<file path="src/rtl/mem_access_unit.sv">
// Load/store sequencer in front of the 8-bit data memory; one request in flight at a time.
// Define MEMACC_WIDE_EN to enable 16-bit accesses split into two consecutive byte accesses.
module mem_access_unit #(
  parameter int unsigned ADDR_W = 8,
  parameter int unsigned DATA_W = 8
) (
  input  logic                  clk,
  input  logic                  rst_n,
  input  logic                  req_valid,
  output logic                  req_ready,
  input  logic                  req_we,
  input  logic                  req_wide,
  input  logic [ADDR_W-1:0]     req_addr,
  input  logic [2*DATA_W-1:0]   req_wdata,
  output logic                  rsp_valid,
  output logic [2*DATA_W-1:0]   rsp_rdata,
  output logic                  mem_read,
  output logic                  mem_write,
  output logic [ADDR_W-1:0]     mem_addr,
  output logic [DATA_W-1:0]     mem_wdata,
  input  logic [DATA_W-1:0]     mem_rdata,
  output logic                  busy
);

  typedef enum logic [1:0] {StIdle, StIssueLo, StIssueHi, StWait} state_e;

  state_e              state_q;
  logic                we_q;
  logic [ADDR_W-1:0]   addr_q;
  logic [DATA_W-1:0]   wdata_lo_q;
  logic                rsp_valid_q;
  logic [2*DATA_W-1:0] rsp_rdata_q;

`ifdef MEMACC_WIDE_EN
  logic                wide_q;
  logic [DATA_W-1:0]   wdata_hi_q;
  logic [DATA_W-1:0]   rdata_lo_q;
`else
  // Wide request fields have no effect in the narrow-only build.
  logic unused_wide;
  assign unused_wide = ^{req_wide, req_wdata[2*DATA_W-1:DATA_W]};
`endif

  always_ff @(posedge clk or negedge rst_n) begin
    if (!rst_n) begin
      state_q     <= StIdle;
      we_q        <= 1'b0;
      addr_q      <= '0;
      wdata_lo_q  <= '0;
      rsp_valid_q <= 1'b0;
      rsp_rdata_q <= '0;
`ifdef MEMACC_WIDE_EN
      wide_q      <= 1'b0;
      wdata_hi_q  <= '0;
      rdata_lo_q  <= '0;
`endif
    end else begin
      rsp_valid_q <= 1'b0;
      unique case (state_q)
        StIdle: begin
          if (req_valid) begin
            we_q       <= req_we;
            addr_q     <= req_addr;
            wdata_lo_q <= req_wdata[DATA_W-1:0];
`ifdef MEMACC_WIDE_EN
            wide_q     <= req_wide;
            wdata_hi_q <= req_wdata[2*DATA_W-1:DATA_W];
`endif
            state_q    <= StIssueLo;
          end
        end
        StIssueLo: begin
`ifdef MEMACC_WIDE_EN
          if (wide_q)     state_q <= StIssueHi;
          else if (we_q)  state_q <= StIdle;
          else            state_q <= StWait;
`else
          state_q <= we_q ? StIdle : StWait;
`endif
        end
`ifdef MEMACC_WIDE_EN
        StIssueHi: begin
          // Low byte read in StIssueLo arrives now.
          rdata_lo_q <= mem_rdata;
          state_q    <= we_q ? StIdle : StWait;
        end
`endif
        StWait: begin
          rsp_valid_q <= 1'b1;
`ifdef MEMACC_WIDE_EN
          rsp_rdata_q <= wide_q ? {mem_rdata, rdata_lo_q} : {{DATA_W{1'b0}}, mem_rdata};
`else
          rsp_rdata_q <= {{DATA_W{1'b0}}, mem_rdata};
`endif
          state_q     <= StIdle;
        end
        default: state_q <= StIdle;
      endcase
    end
  end

  always_comb begin
    mem_read  = 1'b0;
    mem_write = 1'b0;
    mem_addr  = '0;
    mem_wdata = '0;
    unique case (state_q)
      StIssueLo: begin
        mem_read  = !we_q;
        mem_write = we_q;
        mem_addr  = addr_q;
        mem_wdata = wdata_lo_q;
      end
`ifdef MEMACC_WIDE_EN
      StIssueHi: begin
        mem_read  = !we_q;
        mem_write = we_q;
        mem_addr  = addr_q + ADDR_W'(1);
        mem_wdata = wdata_hi_q;
      end
`endif
      default: ;
    endcase
  end

  assign req_ready = (state_q == StIdle);
  assign busy      = (state_q != StIdle);
  assign rsp_valid = rsp_valid_q;
  assign rsp_rdata = rsp_rdata_q;

endmodule

</file>
<file path="config.mk">
export PLATFORM = sky130hd
export DESIGN_NAME = mem_access_unit
export DESIGN_NICKNAME = d
export VERILOG_FILES = /design/src/rtl/mem_access_unit.sv
export SDC_FILE = /design/constraint.sdc
export NUM_CORES = 1
export LEC_CHECK = 0
export CORE_MARGIN = 2
export CORE_UTILIZATION = 41
export CTS_BUF_LIST = sky130_fd_sc_hd__clkbuf_2
export DETAILED_ROUTE_END_ITERATION = 10
export PLACE_DENSITY = 0.87
export SLEW_MARGIN = 20
export SYNTH_ARGS = -nofsm -noshare
export SYNTH_HDL_FRONTEND = slang
export SYNTH_SLANG_ARGS = --single-unit
</file>
<file path="constraint.sdc">
create_clock -name clk -period 3.36 [get_ports clk]
set_input_delay 0.336 -clock clk [delete_from_list [all_inputs] [get_ports clk]]
set_output_delay 0.336 -clock clk [all_outputs]
set_load 0.05 [all_outputs]
</file>
==> flow_summary.ini <==
[outcome]
status = finished with violations
violations = design-rule violations

[synthesis]
synthesis.instances = 91
synth_sequential_area_ratio_pct = 56.85
syn-cell-area_sq_mm = 0.001232
syn_warnings = 0
syn-mean-instance-area_sq_um = 13.54
synthDistinctLibCells = 14
synth.ff_latch_count = 28

[critical_path]
r2r-end = addr_q[5]
critical_path.reg2reg.startpoint = state_q[0]
rr_worst_depth = 2
setup.worst_path.class = flip-flop to primary output
critical_path.endpoint_type = primary output
worst-endpoint-arrival_ns = 2.38
critical_path_required_ns = 3.02
cp-endpoint = mem_wdata[3]
worstSetupStartpoint = state_q[1]
reg_to_reg_setup_timing_slack_ns = 1.63
timing.critical_path.fanout_max = 19
critPathLaunchType = flip-flop

[timing]
layout_min_cycle_time_ns = 2.717
report.final.setup_viol = 0
setup-tns-final_ns = 0
clock.fmax_ghz = 0.3681
finalHoldViolations = 0
setup_repair_after_global_routing_missed_its_margin = no
finalCritPeriodShare_pct = 80.85
slew_viol_final = 0
timing.max_slew.rel_slack_pct = 44.42
worst_clock_skew_ns = 0.008087
worst_pin_slew_ns = 0.8328
final.setup.worst_slack_ns = 0.6435

[clock_tree]
maximum_level_of_the_cts_h_tree = 1
ctsResizeCount = 0
clkTransAtPathRegs_ns = 0.24
cts.root.buffer_cell = clkbuf_2
post_cts.repair.setup_buffers = 0
ctsLongestPathBuffers = 2
clkLatencyLatePin_ns = 0.34
clock_tree_from_tritoncts = built
clock-sinks = 28
cts-hold-fix-buffers = 0
num_cts_buffers = 3

[placement]
place_area_sq_mm = 0.001790
finalWeightedCongestion = 0.6343
buffer_ports.inserted = 56
place_ws_ns = 1.047
placed_cells_incl_taps = 176
dp_hpwl_um = 1851

[route]
detail_route.vias_per_cell = 4.777
drc = 6
routed_wirelength_um = 2430
drt_iter0_markers = 10
wire_per_inst_um = 13.58
drt_first_pass_iters = 7
drt.antenna.violating_nets = 0
num_vias = 855

[die]
placeableCoreArea_sq_mm = 0.002805
design.die.area_sq_mm = 0.003460
start_util_pct = 43.93
die_w_um = 58.83
std_cell_rows = 19
io_pins = 74
chipHeight_um = 58.83

[grt]
grt_util_all_layers_pct = 15.56
maximum_number_of_pins_on_one_net_before_global_route_repair = 29
globalRouteOverflowTotal = 0
grt_antenna_before_repair = 0
first_global_vias = 874
first_pass_grt_wire_length_um = 4008

[cells_and_area]
most_common_cell_after_layout_fill_and_taps_aside = clkdlybuf4s50_1
areaGrowthSynthToFinish_pct = 46.50
post_route_cells_drive_above_1_share_pct = 20.27
finalNetCount = 187
final_area_sq_mm = 0.001805
finalNonFillerCells = 179
layout_common_cells = 56 x clkdlybuf4s50_1, 28 x dfrtp_1, 25 x mux2_2, 17 x and2_1, 8 x conb_1
antenna_cells_inserted = 0

[worst_hold_path]
hp-class = input port to async pin

[flow_run]
maxCapViolCount = 0
-- worst max-delay path, stage by stage, from the launching register on --
cell and delay, ns:
dfrtp_1 0.50, and2b_1 0.51, and2_1 0.21, clkdlybuf4s50_1 0.82
-- worst min path at each step --
stage	startpoint	to	slack (ns)	cells after the start
5_1_grt	rst_n	rsp_rdata[1]	0.30	2
4_1_cts	rst_n	rsp_rdata[1]	0.31	2
3_3_place_gp	addr_q[1]	addr_q[1]	0.48	1
2_1_floorplan	rst_n	addr_q[0]	0.04	0
6_report	rst_n	rsp_rdata[1]	0.32	2
3_5_place_dp	we_q	state_q[1]	0.49	1
-- cells in the mapped netlist (all sizes together) --
library cell	number	share of area [%]
dfrtp	28	57
mux2	25	23
and2	17	8.6
buf	9	5.8
inv	2	0.61
nor2	2	0.61
nor2b	2	1.0
a211oi	1	0.61
and2b	1	0.61
clkbuf	1	0.30
conb	1	0.30
nand2	1	0.30
nor3b	1	1.5
-- state kept, by name, indices dropped and copies added, names as in the netlist --
signal,flops
wdata_lo_q,8
rsp_valid,1
addr_q,8
we_q,1
state_q,2
rsp_rdata,8
-- kinds of logic after synthesis --
logic type	count (synthesis)	share of synthesized area [%]
buffers and inverters	12	6.701
other	1	0.3043
AND/OR/NAND/NOR	24	12.69
flip-flops	28	56.85
multiplexers	25	22.84
AO/OA/AOI/OAI	1	0.6094
-- per-stage QoR --
step	hold slack, ns	util (%)
floorplan	0.04041	-
global placement	0.4800	63.83
detailed placement	0.4873	63.83
CTS	0.3138	64.36
global route	0.2952	64.36
finish	0.3162	64.36
-- cell type report --
type	instances	area, sq um
repair buffers	57	568.0
inverters	2	7.507
multi-input cells	58	475.5
clock buffers	3	15.01
flip-flops and latches	28	700.7
fillers	235	999.7
well taps	31	38.79
-- layer usage --
| metal | vias to the layer above | track usage [%] | share of wire [%] |
|---|---|---|---|
| met5 | - | 0 | 0 |
| met4 | 0 | 4.870 | 0.49 |
| met2 | 44 | 26.35 | 51 |
| met1 | 409 | 18.65 | 38 |
| li1 | 400 | - | - |
| met3 | 2 | 5.275 | 9.9 |
Power is not shown: default switching activity piles up to over one toggle a cycle in this logic, so the estimate is an artifact.
